<file path="src/rtl/hex_disp_pkg.sv">
// rtl/hex_disp_pkg.sv - segment code table and types shared by the hex scan display
package hex_disp_pkg;

    // Segments a..g, index 0 is segment a; a 0 bit lights the segment.
    typedef logic [0:6] seg_t;

    localparam seg_t SEG_BLANK = 7'h7F;

    // Codes for hex digits 0..F, indexed directly by the nibble value.
    localparam seg_t [0:15] SEG_CODES = {
        7'h01, 7'h4F, 7'h12, 7'h06, 7'h4C, 7'h24, 7'h20, 7'h0F,
        7'h00, 7'h04, 7'h08, 7'h60, 7'h31, 7'h42, 7'h30, 7'h38
    };

endpackage

</file>
<file path="src/rtl/hex_seg_decode.sv">
// rtl/hex_seg_decode.sv - combinational nibble to seven-segment decoder with blanking
module hex_seg_decode
    import hex_disp_pkg::*;
(
    input  logic [3:0] nibble,
    input  logic       blank,
    output logic [0:6] seg
);

    // Blank wins over the nibble so suppression and blinking share one path.
    always_comb begin
        seg = blank ? SEG_BLANK : SEG_CODES[nibble];
    end

endmodule

</file>
<file path="src/rtl/hex_scan_display.sv">
// rtl/hex_scan_display.sv - multiplexed hex display driver; optional blink via HEX_SCAN_BLINK_EN
module hex_scan_display
    import hex_disp_pkg::*;
#(
    parameter int NUM_DIGITS   = 4,
    parameter int SCAN_DIV     = 50000,
    parameter int BLINK_FRAMES = 64
) (
    input  logic                    clk,
    input  logic                    reset,
    input  logic [4*NUM_DIGITS-1:0] value,
    input  logic                    load,
    input  logic                    lzs_en,
`ifdef HEX_SCAN_BLINK_EN
    input  logic [NUM_DIGITS-1:0]   blink_mask,
`endif
    output logic [0:6]              seg,
    output logic [NUM_DIGITS-1:0]   dig_sel,
    output logic                    frame_start
);

    localparam int PRE_W = $clog2(SCAN_DIV);
    localparam int PTR_W = $clog2(NUM_DIGITS);
    localparam logic [PRE_W-1:0] PRE_LAST = PRE_W'(SCAN_DIV - 1);
    localparam logic [PTR_W-1:0] PTR_LAST = PTR_W'(NUM_DIGITS - 1);

    if (NUM_DIGITS < 2 || NUM_DIGITS > 8) begin : g_bad_digits
        $error("NUM_DIGITS must be 2..8");
    end
    if (SCAN_DIV < 2) begin : g_bad_div
        $error("SCAN_DIV must be at least 2");
    end
    if (BLINK_FRAMES < 1) begin : g_bad_blink
        $error("BLINK_FRAMES must be at least 1");
    end

    logic [PRE_W-1:0]        prescaler;
    logic [PTR_W-1:0]        pointer;
    logic                    running;
    logic                    tick;
    logic                    frame_wrap;
    logic [4*NUM_DIGITS-1:0] shadow;
    logic [4*NUM_DIGITS-1:0] active;
    logic                    pending;
    logic [NUM_DIGITS-1:0]   upper_zero;
    logic [3:0]              cur_nibble;
    logic                    digit_blank;
    logic [0:6]              dec_seg;

    // The first tick after reset opens the digit-0 slot instead of advancing,
    // so it counts as a frame boundary like every later wrap to 0.
    assign tick       = (prescaler == PRE_LAST);
    assign frame_wrap = tick && ((pointer == PTR_LAST) || !running);

    // Prescaler and digit pointer, both wrapping explicitly at their last value.
    always_ff @(posedge clk or posedge reset) begin
        if (reset) begin
            prescaler <= '0;
            pointer   <= '0;
            running   <= 1'b0;
        end else begin
            prescaler <= tick ? '0 : prescaler + 1'b1;
            if (tick) begin
                running <= 1'b1;
                pointer <= frame_wrap ? '0 : pointer + 1'b1;
            end
        end
    end

    // Double buffer: a load coinciding with the wrap still transfers the old shadow.
    always_ff @(posedge clk or posedge reset) begin
        if (reset) begin
            shadow  <= '0;
            active  <= '0;
            pending <= 1'b0;
        end else begin
            if (frame_wrap && pending) begin
                active <= shadow;
            end
            if (load) begin
                shadow  <= value;
                pending <= 1'b1;
            end else if (frame_wrap) begin
                pending <= 1'b0;
            end
        end
    end

`ifdef HEX_SCAN_BLINK_EN
    localparam int FC_W = (BLINK_FRAMES > 1) ? $clog2(BLINK_FRAMES) : 1;
    localparam logic [FC_W-1:0] FC_LAST = FC_W'(BLINK_FRAMES - 1);

    logic [FC_W-1:0]       frame_cnt;
    logic                  blink_phase;
    logic [NUM_DIGITS-1:0] blink_live;

    // Frame counter toggles the blink phase; the mask is captured once per slot.
    always_ff @(posedge clk or posedge reset) begin
        if (reset) begin
            frame_cnt   <= '0;
            blink_phase <= 1'b0;
            blink_live  <= '0;
        end else begin
            if (tick) begin
                blink_live <= blink_mask;
            end
            if (frame_wrap) begin
                if (frame_cnt == FC_LAST) begin
                    frame_cnt   <= '0;
                    blink_phase <= ~blink_phase;
                end else begin
                    frame_cnt <= frame_cnt + 1'b1;
                end
            end
        end
    end
`endif

    // upper_zero[i]: every nibble from i up to the top digit is zero.
    always_comb begin
        upper_zero = '0;
        for (int i = 0; i < NUM_DIGITS; i++) begin
            upper_zero[i] = ((active >> (4 * i)) == '0);
        end
    end

    // Select the current digit's nibble and decide whether it is blanked.
    always_comb begin
        cur_nibble  = active[{pointer, 2'b00} +: 4];
        digit_blank = lzs_en && (pointer != '0) && upper_zero[pointer];
`ifdef HEX_SCAN_BLINK_EN
        if (blink_phase && blink_live[pointer]) begin
            digit_blank = 1'b1;
        end
`endif
    end

    hex_seg_decode u_decode (
        .nibble (cur_nibble),
        .blank  (digit_blank),
        .seg    (dec_seg)
    );

    // Output registers: one dark cycle after each tick, then the lit digit.
    always_ff @(posedge clk or posedge reset) begin
        if (reset) begin
            seg         <= SEG_BLANK;
            dig_sel     <= '1;
            frame_start <= 1'b0;
        end else begin
            frame_start <= frame_wrap;
            if (tick) begin
                seg     <= SEG_BLANK;
                dig_sel <= '1;
            end else if (running) begin
                seg     <= dec_seg;
                dig_sel <= ~(NUM_DIGITS'(1) << pointer);
            end
        end
    end

endmodule

</file>
<file path="config.mk">
export PLATFORM = sky130hd
export DESIGN_NAME = hex_scan_display
export DESIGN_NICKNAME = d
export VERILOG_FILES = /design/src/rtl/hex_disp_pkg.sv /design/src/rtl/hex_seg_decode.sv /design/src/rtl/hex_scan_display.sv
export SDC_FILE = /design/constraint.sdc
export NUM_CORES = 1
export LEC_CHECK = 0
export CAP_MARGIN = 10
export CORE_MARGIN = 3
export CORE_UTILIZATION = 35
export CTS_CLUSTER_SIZE = 40
export DETAILED_ROUTE_END_ITERATION = 12
export GPL_TIMING_DRIVEN = 0
export HOLD_SLACK_MARGIN = 0.02
export PLACE_DENSITY = 0.65
export SLEW_MARGIN = 20
export SYNTH_ARGS = -nofsm -noshare
export SYNTH_HDL_FRONTEND = slang
export SYNTH_SLANG_ARGS = --single-unit
</file>
<file path="constraint.sdc">
create_clock -name clk -period 4.7 [get_ports clk]
set_input_delay 0.705 -clock clk [delete_from_list [all_inputs] [get_ports clk]]
set_output_delay 0.705 -clock clk [all_outputs]
set_load 0.005 [all_outputs]
</file>
==> Implementation_results.wiki, run 1 <==
{| class="wikitable"
! Metric !! Value
|-
| Outcome || completed
|-
| Detailed router's first-iteration violation count || ~120
|-
| Core Area || 8420 µm²
|-
| Routability cong. || 0.822
|-
| Worst Path Required || slightly below 5 ns
|-
| CTS Root Buffer Type || clkbuf_8
|-
| Fin crit share || ~54%
|-
| Number of distinct standard cells referenced by the synthesized netlist || 48
|-
| Hold_ws || ~0.50 ns
|-
| Dominant cell type by count on the critical path || nand3_1
|-
| Number of flops mapped to enable cells by yosys || 0
|-
| Number of buffers between clock root and the deepest sink || 2
|-
| Sequential fraction of the synthesis area || 52.1%
|-
| Largest net degree at the start of global routing || 49
|-
| # port buffers || 30
|-
| Register Area || ~1600 µm²
|-
| Net total in the final layout || ~330
|-
| Maximum capacitance violations || 0
|-
| Die Span Y || 100 µm
|-
| Filler instances || 813
|-
| Lkg Pwr || between 1.5 and 2 nW
|-
| Net count after synthesis || between 200 and 300
|-
| Actual slew at the worst max-slew pin || 0.576 ns
|-
| Slew margin rel. || 61.6%
|-
| Worst path bufs/invs || 1
|-
| Aggregate routed wire length || roughly 5.8 mm
|-
| Vias after detailed routing || 2051
|-
| Kind of critical path || flip-flop to flip-flop
|-
| Sinks on the clock net || 64
|-
| Yosys warning total || 0
|-
| Site Rows || 33
|-
| Detailed-route wire length per cell || 14.1 µm
|-
| Top fanout value on the critical path || 10
|-
| Max stage delay on crit path || 0.39 ns
|-
| Antenna violations before repair || 0
|-
| Clock tree from TritonCTS || done
|-
| Clock latency on the worst-skew pair || 0.34 ns
|-
| Final count of hold timing violations || 0
|-
| Ordered cell list for the critical path || ha_1, nand3_1, nor4_1, nand3_1, nor2_2, buf_2, mux2_2
|-
| Syn_area_per_cell || 11.9 µm²
|-
| Nature of the critical path endpoint || flip-flop
|-
| Accumulated negative setup slack || 0 ns
|-
| Post-CTS resize count || 0
|-
| Async SR Flop Fraction || 100%
|-
| Final standard cell utilization of the core || 44.5%
|-
| Predominant post-synthesis flop cell || dfrtp_1
|-
| Synthesized instance count || 260
|-
| Wire length of the first global-routing pass || 10.4 mm
|-
| Total of flip-flops plus latches after synthesis || 64
|-
| Power density relative to cell area || just under 300 nW/µm²
|-
| TritonCTS Buffers || 9
|-
| Horiz. Die Dim || ~100 µm
|-
| Count of buffers added by post-CTS timing repair for setup || 0
|-
| Number of H-tree levels || 3
|-
| Maximum frequency from static timing analysis || 396 MHz
|-
| Kind of start point of the critical path || flip-flop
|-
| Vias in the first global route || 2081
|-
| GRT Residual Overflow || 0
|-
| Area Overhead vs Synth || 20.9%
|-
| Remaining routing DRC violations || 0
|-
| Total die area || 10000 µm²
|-
| Number of detailed-routing iterations run before antenna repair || 4
|-
| Slowest library cell on the worst path || dfrtp_1
|-
| Area of combinational cells with multiple inputs || 1400 µm²
|-
| Arrival time of the worst setup path || 2.75 ns
|-
| Unrepaired setup endpoints after global routing || no
|-
| Clock-pin transition on the worst setup and hold timing paths || 0.07 ns
|-
| Antenna viol nets, final || 0
|-
| Minimum clock period after layout || 2.52 ns
|-
| Worst VDD drop || 0.143 mV
|-
| Per-cell via count in the routed design || 4.99
|-
| Post-DP HPWL || 4.27 mm
|-
| Finish-stage setup viols || 0
|-
| Proportion of layout cells with a drive suffix above 1 || 24.8%
|-
| Hold/Removal Path Class || flip-flop to flip-flop
|-
| Global-route usage over all layers || 13.2%
|-
| Initial cell density of the core || 36.8%
|-
| Number of max-slew violations in the final report || 0
|-
| Top-Level Pins || 32
|-
| CTS hold repair buffers || 0
|-
| CP delay by family, top || simple AND/OR/NAND/NOR gates
|-
| Area of the mapped netlist || 3100 µm²
|-
| Worst-case clock skew || about 0.0056 ns
|-
| N_diodes || 0
|}
[layout make-up]
class	count	share of cell area, %
flip-flops and latches	64	43.1
clock buffers	11	3.77
repair buffers	31	8.75
well taps	105	3.51
clock inverters	4	1.20
inverters	8	0.868
multi-input cells	178	37.4
plain buffers	10	1.40
[layout by cell type, fill, tap and decap left out, types with 6 or more instances in the layout]
cell / n
clkbuf_8: 10
clkdlybuf4s50_1: 30
dfrtp_1: 53
dfstp_2: 11
ha_1: 11
inv_1: 7
mux2_2: 33
nand2_1: 18
nand3_1: 11
nor2_1: 22
nor2b_1: 6
o21ai_0: 9
xor2_1: 9
[routing by layer]
| layer | global-route usage [%] | up-vias | routed length (µm) |
|---|---|---|---|
| met4 | 5.28 | 0 | 82 |
| met1 | 18.8 | 1010 | 2930 |
| met2 | 18.9 | 31 | 2560 |
| met5 | 0 | - | 0 |
| li1 | - | 1002 | - |
| met3 | 3.82 | 8 | 232 |
[power breakdown]
part | switching (mW) | internal (mW)
logic | 0.0185 | 0.0281
clock network | 0.209 | 0.254
registers | 0.00694 | 0.565
total | 0.235 | 0.847
[Yosys cell counts (5+ instances only)]
cell,count,area share [%]
dfrtp_1,53,43
mux2_2,33,12
nor2_1,22,2.7
nand2_1,18,2.2
dfstp_2,11,9.3
ha_1,11,4.4
nand3_1,11,1.8
o21ai_0,9,1.5
xor2_1,9,2.5
inv_1,8,0.97
nor2b_1,6,1.2
a21oi_1,5,0.81
mux4_2,5,3.6
nor3_1,5,0.81
nor4_1,5,1.0
[through the flow]
| stage | power [mW] | area (µm²) | worst slack [ns] | std cells |
|---|---|---|---|---|
| 2_1_floorplan | 0.604 | 3100 | 2.42 | 260 |
| 3_3_place_gp | 0.626 | 3530 | 1.33 | 395 |
| 3_5_place_dp | 0.630 | 3560 | 2.13 | 396 |
| 4_1_cts | 1.09 | 3750 | 2.11 | 411 |
| 5_1_grt | 1.13 | 3750 | 1.85 | 411 |
| 6_report | 1.08 | 3750 | 2.18 | 411 |
[worst paths after layout]
path,slack (ns),start,cells after the start,end
hold reg to reg,0.50,prescaler[0],1,prescaler[0]
min in group asynchronous,0.64,reset,2,shadow[14]
max in group asynchronous,3.50,reset,3,dig_sel[3]
setup reg to reg,2.18,prescaler[0],7,active[15]
setup / recovery,2.18,prescaler[0],7,active[15]
hold / removal,0.50,prescaler[0],1,prescaler[0]
[state kept, by name (all words and copies together), names as in the netlist]
register     flops
active          16
prescaler       16
shadow          16
seg              7
dig_sel          4
pointer          2
frame_start      1
pending          1
running          1
[kinds of logic (layout without fill, tap and decap cells)]
kind of cell             after synthesis  in the layout  share of synthesized area (%)
flip-flops                            64             64                           52.1
buffers and inverters                 18             64                           2.66
AND/OR/NAND/NOR                       88             88                           15.3
multiplexers                          40             40                           16.3
AO/OA/AOI/OAI                         26             26                           5.53
adder cells (fa/ha/maj)               11             11                           4.44
XOR/XNOR                              13             13                           3.67
Note: power is estimated with default switching activity, not from simulation.
==> run 2, diff against run 1 <==
--- a/config.mk
+++ b/config.mk
@@ -12,7 +12,7 @@
 export DETAILED_ROUTE_END_ITERATION = 12
 export GPL_TIMING_DRIVEN = 0
 export HOLD_SLACK_MARGIN = 0.02
-export PLACE_DENSITY = 0.65
+export PLACE_DENSITY = 0.67
 export SLEW_MARGIN = 20
 export SYNTH_ARGS = -nofsm -noshare
 export SYNTH_HDL_FRONTEND = slang
==> constraint.sdc (replaced) <==
create_clock -name clk -period 2.1 [get_ports clk]
set_input_delay 0.315 -clock clk [delete_from_list [all_inputs] [get_ports clk]]
set_output_delay 0.315 -clock clk [all_outputs]
set_load 0.005 [all_outputs]
==> Implementation_results.wiki, run 2 (synthesis results as in run 1) <==
{| class="wikitable"
! Metric !! Value
|-
| DP Cell Count || 396 (unchanged)
|-
| Outcome || complete, but fails checks
|-
| Net total in the final layout || 348 (+4.5%)
|-
| Vias in the first global route || 2187 (+5.1%)
|-
| Vias after detailed routing || 2148 (+4.7%)
|-
| # port buffers || 30 (unchanged)
|-
| Fraction of met3 tracks used by global routing || 3.34% (-0.49 points)
|-
| Worst Setup Slack post-DPL || -0.362 ns (-2.49 ns)
|-
| Net switching power figure || 0.539 mW (+130%)
|-
| GRT Residual Overflow || 0 (unchanged)
|-
| Total die area || 10000 µm² (unchanged)
|-
| Kind of start point of the critical path || flip-flop
|-
| Detailed-route wire length per cell || 14.5 µm (+2.7%)
|-
| Most used cells in the layout excluding fill and tap cells || 52 x dfrtp_1, 32 x mux2_2, 30 x clkdlybuf4s50_1, 21 x nor2_1, 18 x nand2_1
|-
| Slew margin rel. || 61.4% (-0.21 points)
|-
| Minimum clock period after layout || 2.11 ns (-0.418 ns)
|-
| Clock latency on the worst-skew pair || 0.34 ns (about the same)
|-
| Area Overhead vs Synth || 27.7%
|-
| Core Area || 8420 µm² (unchanged)
|-
| Int Power || 1.75 mW (+110%)
|-
| Top fanout value on the critical path || 4 (-6)
|-
| Site Rows || 33 (unchanged)
|-
| Sequential share of power || 55.9% (+3.0 points)
|-
| Number of buffers between clock root and the deepest sink || 2 (unchanged)
|-
| Switching power share of the total || 23.5% (+1.8 points)
|-
| Remaining routing DRC violations || 0 (unchanged)
|-
| Met1 Track Usage GR || 19.7% (+0.90 points)
|-
| Finish-stage setup viols || 3 (+3)
|-
| Arrival time of the worst setup path || 2.37 ns (-0.38 ns)
|-
| Detailed router's first-iteration violation count || 122 (+6.1%)
|-
| Kind of critical path || flip-flop to flip-flop
|-
| Worst VDD drop || 0.443 mV (+210%)
|-
| Busiest grt layer || met1
|-
| Horiz. Die Dim || 100 µm (unchanged)
|-
| Clock Power Share || 39.7% (-3.1 points)
|-
| Number of max-slew violations in the final report || 0 (unchanged)
|-
| Hold_ws || 0.322 ns (-0.175 ns)
|-
| Violated checks || negative setup slack
|-
| Initial cell density of the core || 36.8% (unchanged)
|-
| Worst reg-to-reg setup slack || -0.005 ns (-2.18 ns)
|-
| Final standard cell utilization of the core || 47.0% (+2.5 points)
|-
| Sinks on the clock net || 64 (unchanged)
|-
| Count of placed standard cells in the final layout, fillers left out || 427 (+3.9%)
|-
| Lkg Pwr || 1.75 nW (+4.9%)
|-
| Global-route usage over all layers || 13.5% (+0.29 points)
|-
| Placed instance area || 3560 µm² (unchanged)
|-
| CTS hold repair buffers || 0 (unchanged)
|-
| Power density relative to cell area || 579 nW/µm² (+100%)
|-
| Per-cell via count in the routed design || 5.03 (+0.81%)
|-
| Top-Level Pins || 32 (unchanged)
|-
| TritonCTS Buffers || 9 (unchanged)
|-
| Antenna viol nets, final || 0 (unchanged)
|-
| Antenna violations before repair || 0 (unchanged)
|-
| Proportion of layout cells with a drive suffix above 1 || 33.9% (+9.0 points)
|-
| Fin worst setup slack || -0.00523 ns (-2.18 ns)
|-
| Leading cell type in the layout, fill and taps excluded || dfrtp_1
|-
| CTS Root Buffer Type || clkbuf_8
|-
| Worst-case clock skew || 0.00986 ns (+0.00421 ns)
|-
| N_diodes || 0 (unchanged)
|-
| Post-DP HPWL || 4.25 mm (-0.55%)
|-
| Clock-pin transition on the worst setup and hold timing paths || 0.07 ns (about the same)
|-
| Accumulated negative setup slack || -0.00860 ns (-0.00860 ns)
|-
| Met2 track demand over resource || 19.4% (+0.51 points)
|-
| Worst Path Required || 2.36 ns (-2.57 ns)
|-
| Part of the power in combinational logic || 4.5% (+0.2 points)
|-
| Filler instances || 777 (-4.4%)
|-
| Wire length of the first global-routing pass || 10.6 mm (+2.7%)
|-
| Design Power || 2.29 mW (+110%)
|-
| Largest net degree at the start of global routing || 36 (-27%)
|-
| Number of detailed-routing iterations run before antenna repair || 4 (unchanged)
|-
| Nature of the critical path endpoint || flip-flop
|-
| Final instance area || 3960 µm² (+5.6%)
|-
| Aggregate routed wire length || 6.20 mm (+6.7%)
|-
| Routability cong. || 0.816 (-0.65%)
|-
| Fin crit share || 100% (+47 points)
|-
| Unrepaired setup endpoints after global routing || yes
|-
| Maximum frequency from static timing analysis || 475 MHz (+20%)
|-
| Maximum capacitance violations || 0 (unchanged)
|-
| Die Span Y || 100 µm (unchanged)
|-
| Number of H-tree levels || 3 (unchanged)
|-
| Final count of hold timing violations || 0 (unchanged)
|-
| Regs by FF count || active: 16 flops, prescaler: 16 flops, shadow: 16 flops
|-
| Actual slew at the worst max-slew pin || 0.579 ns (+0.00309 ns)
|-
| Hold/Removal Path Class || primary input to asynchronous set/reset pin
|-
| Clock tree from TritonCTS || done
|}
-- run 2: changes by cell type in the layout (fill, tap and decap cells not counted), sizes merged --
cell,delta
buf,+15
clkinvlp,+2
bufinv,-1
-- run 2: repair_timing --
item	CTS	global route
gates cloned	1	0
setup buffers	9	6
pin swaps	2	5
endpoints found under the setup margin	33	33
gates resized for setup	7	23
endpoints found under the hold margin	0	0
-- run 2: metal layers --
layer	up-vias	part of all wire, %
li1	1038	-
met1	1073	51
met2	31	44
met3	6	3.4
met4	0	1.5
met5	-	0
-- run 2: area by class of cell --
| cell class | instances | area, µm² | area share (%) |
|---|---|---|---|
| plain buffers | 9 | 60.1 | 1.52 |
| clock buffers | 11 | 131 | 3.32 |
| clock inverters | 5 | 33.8 | 0.853 |
| inverters | 8 | 32.5 | 0.822 |
| multi-input cells | 178 | 1500 | 37.9 |
| flip-flops and latches | 64 | 1620 | 40.8 |
| well taps | 105 | 131 | 3.32 |
| repair buffers | 47 | 452 | 11.4 |
-- run 2: power groups by stage --
| stage | Combinational [mW] | Sequential [mW] | Clock [mW] |
|---|---|---|---|
| floorplan | 0.0554 | 1.30 | 0 |
| global placement | 0.0977 | 1.30 | 0 |
| detailed placement | 0.106 | 1.30 | 0 |
| CTS | 0.106 | 1.28 | 0.936 |
| global route | 0.115 | 1.28 | 0.993 |
| finish | 0.103 | 1.28 | 0.909 |
-- run 2: path summary, 6_finish.rpt --
kind	to	depth (start not counted)	start
max	seg[0]	6	prescaler[11]
min reg2reg	prescaler[0]	1	prescaler[0]
min in group clk	shadow[14]	2	load
max in group asynchronous	dig_sel[2]	3	reset
min	prescaler[5]	2	reset
max reg2reg	seg[0]	6	prescaler[11]
-- run 2: critical path, cell delays in order, from the launching register on --
cell,delay [ns]
dfrtp_1,0.39
or4bb_1,0.50
or4_4,0.55
nor3_4,0.22
buf_4,0.17
nor3_2,0.03
a41oi_2,0.16
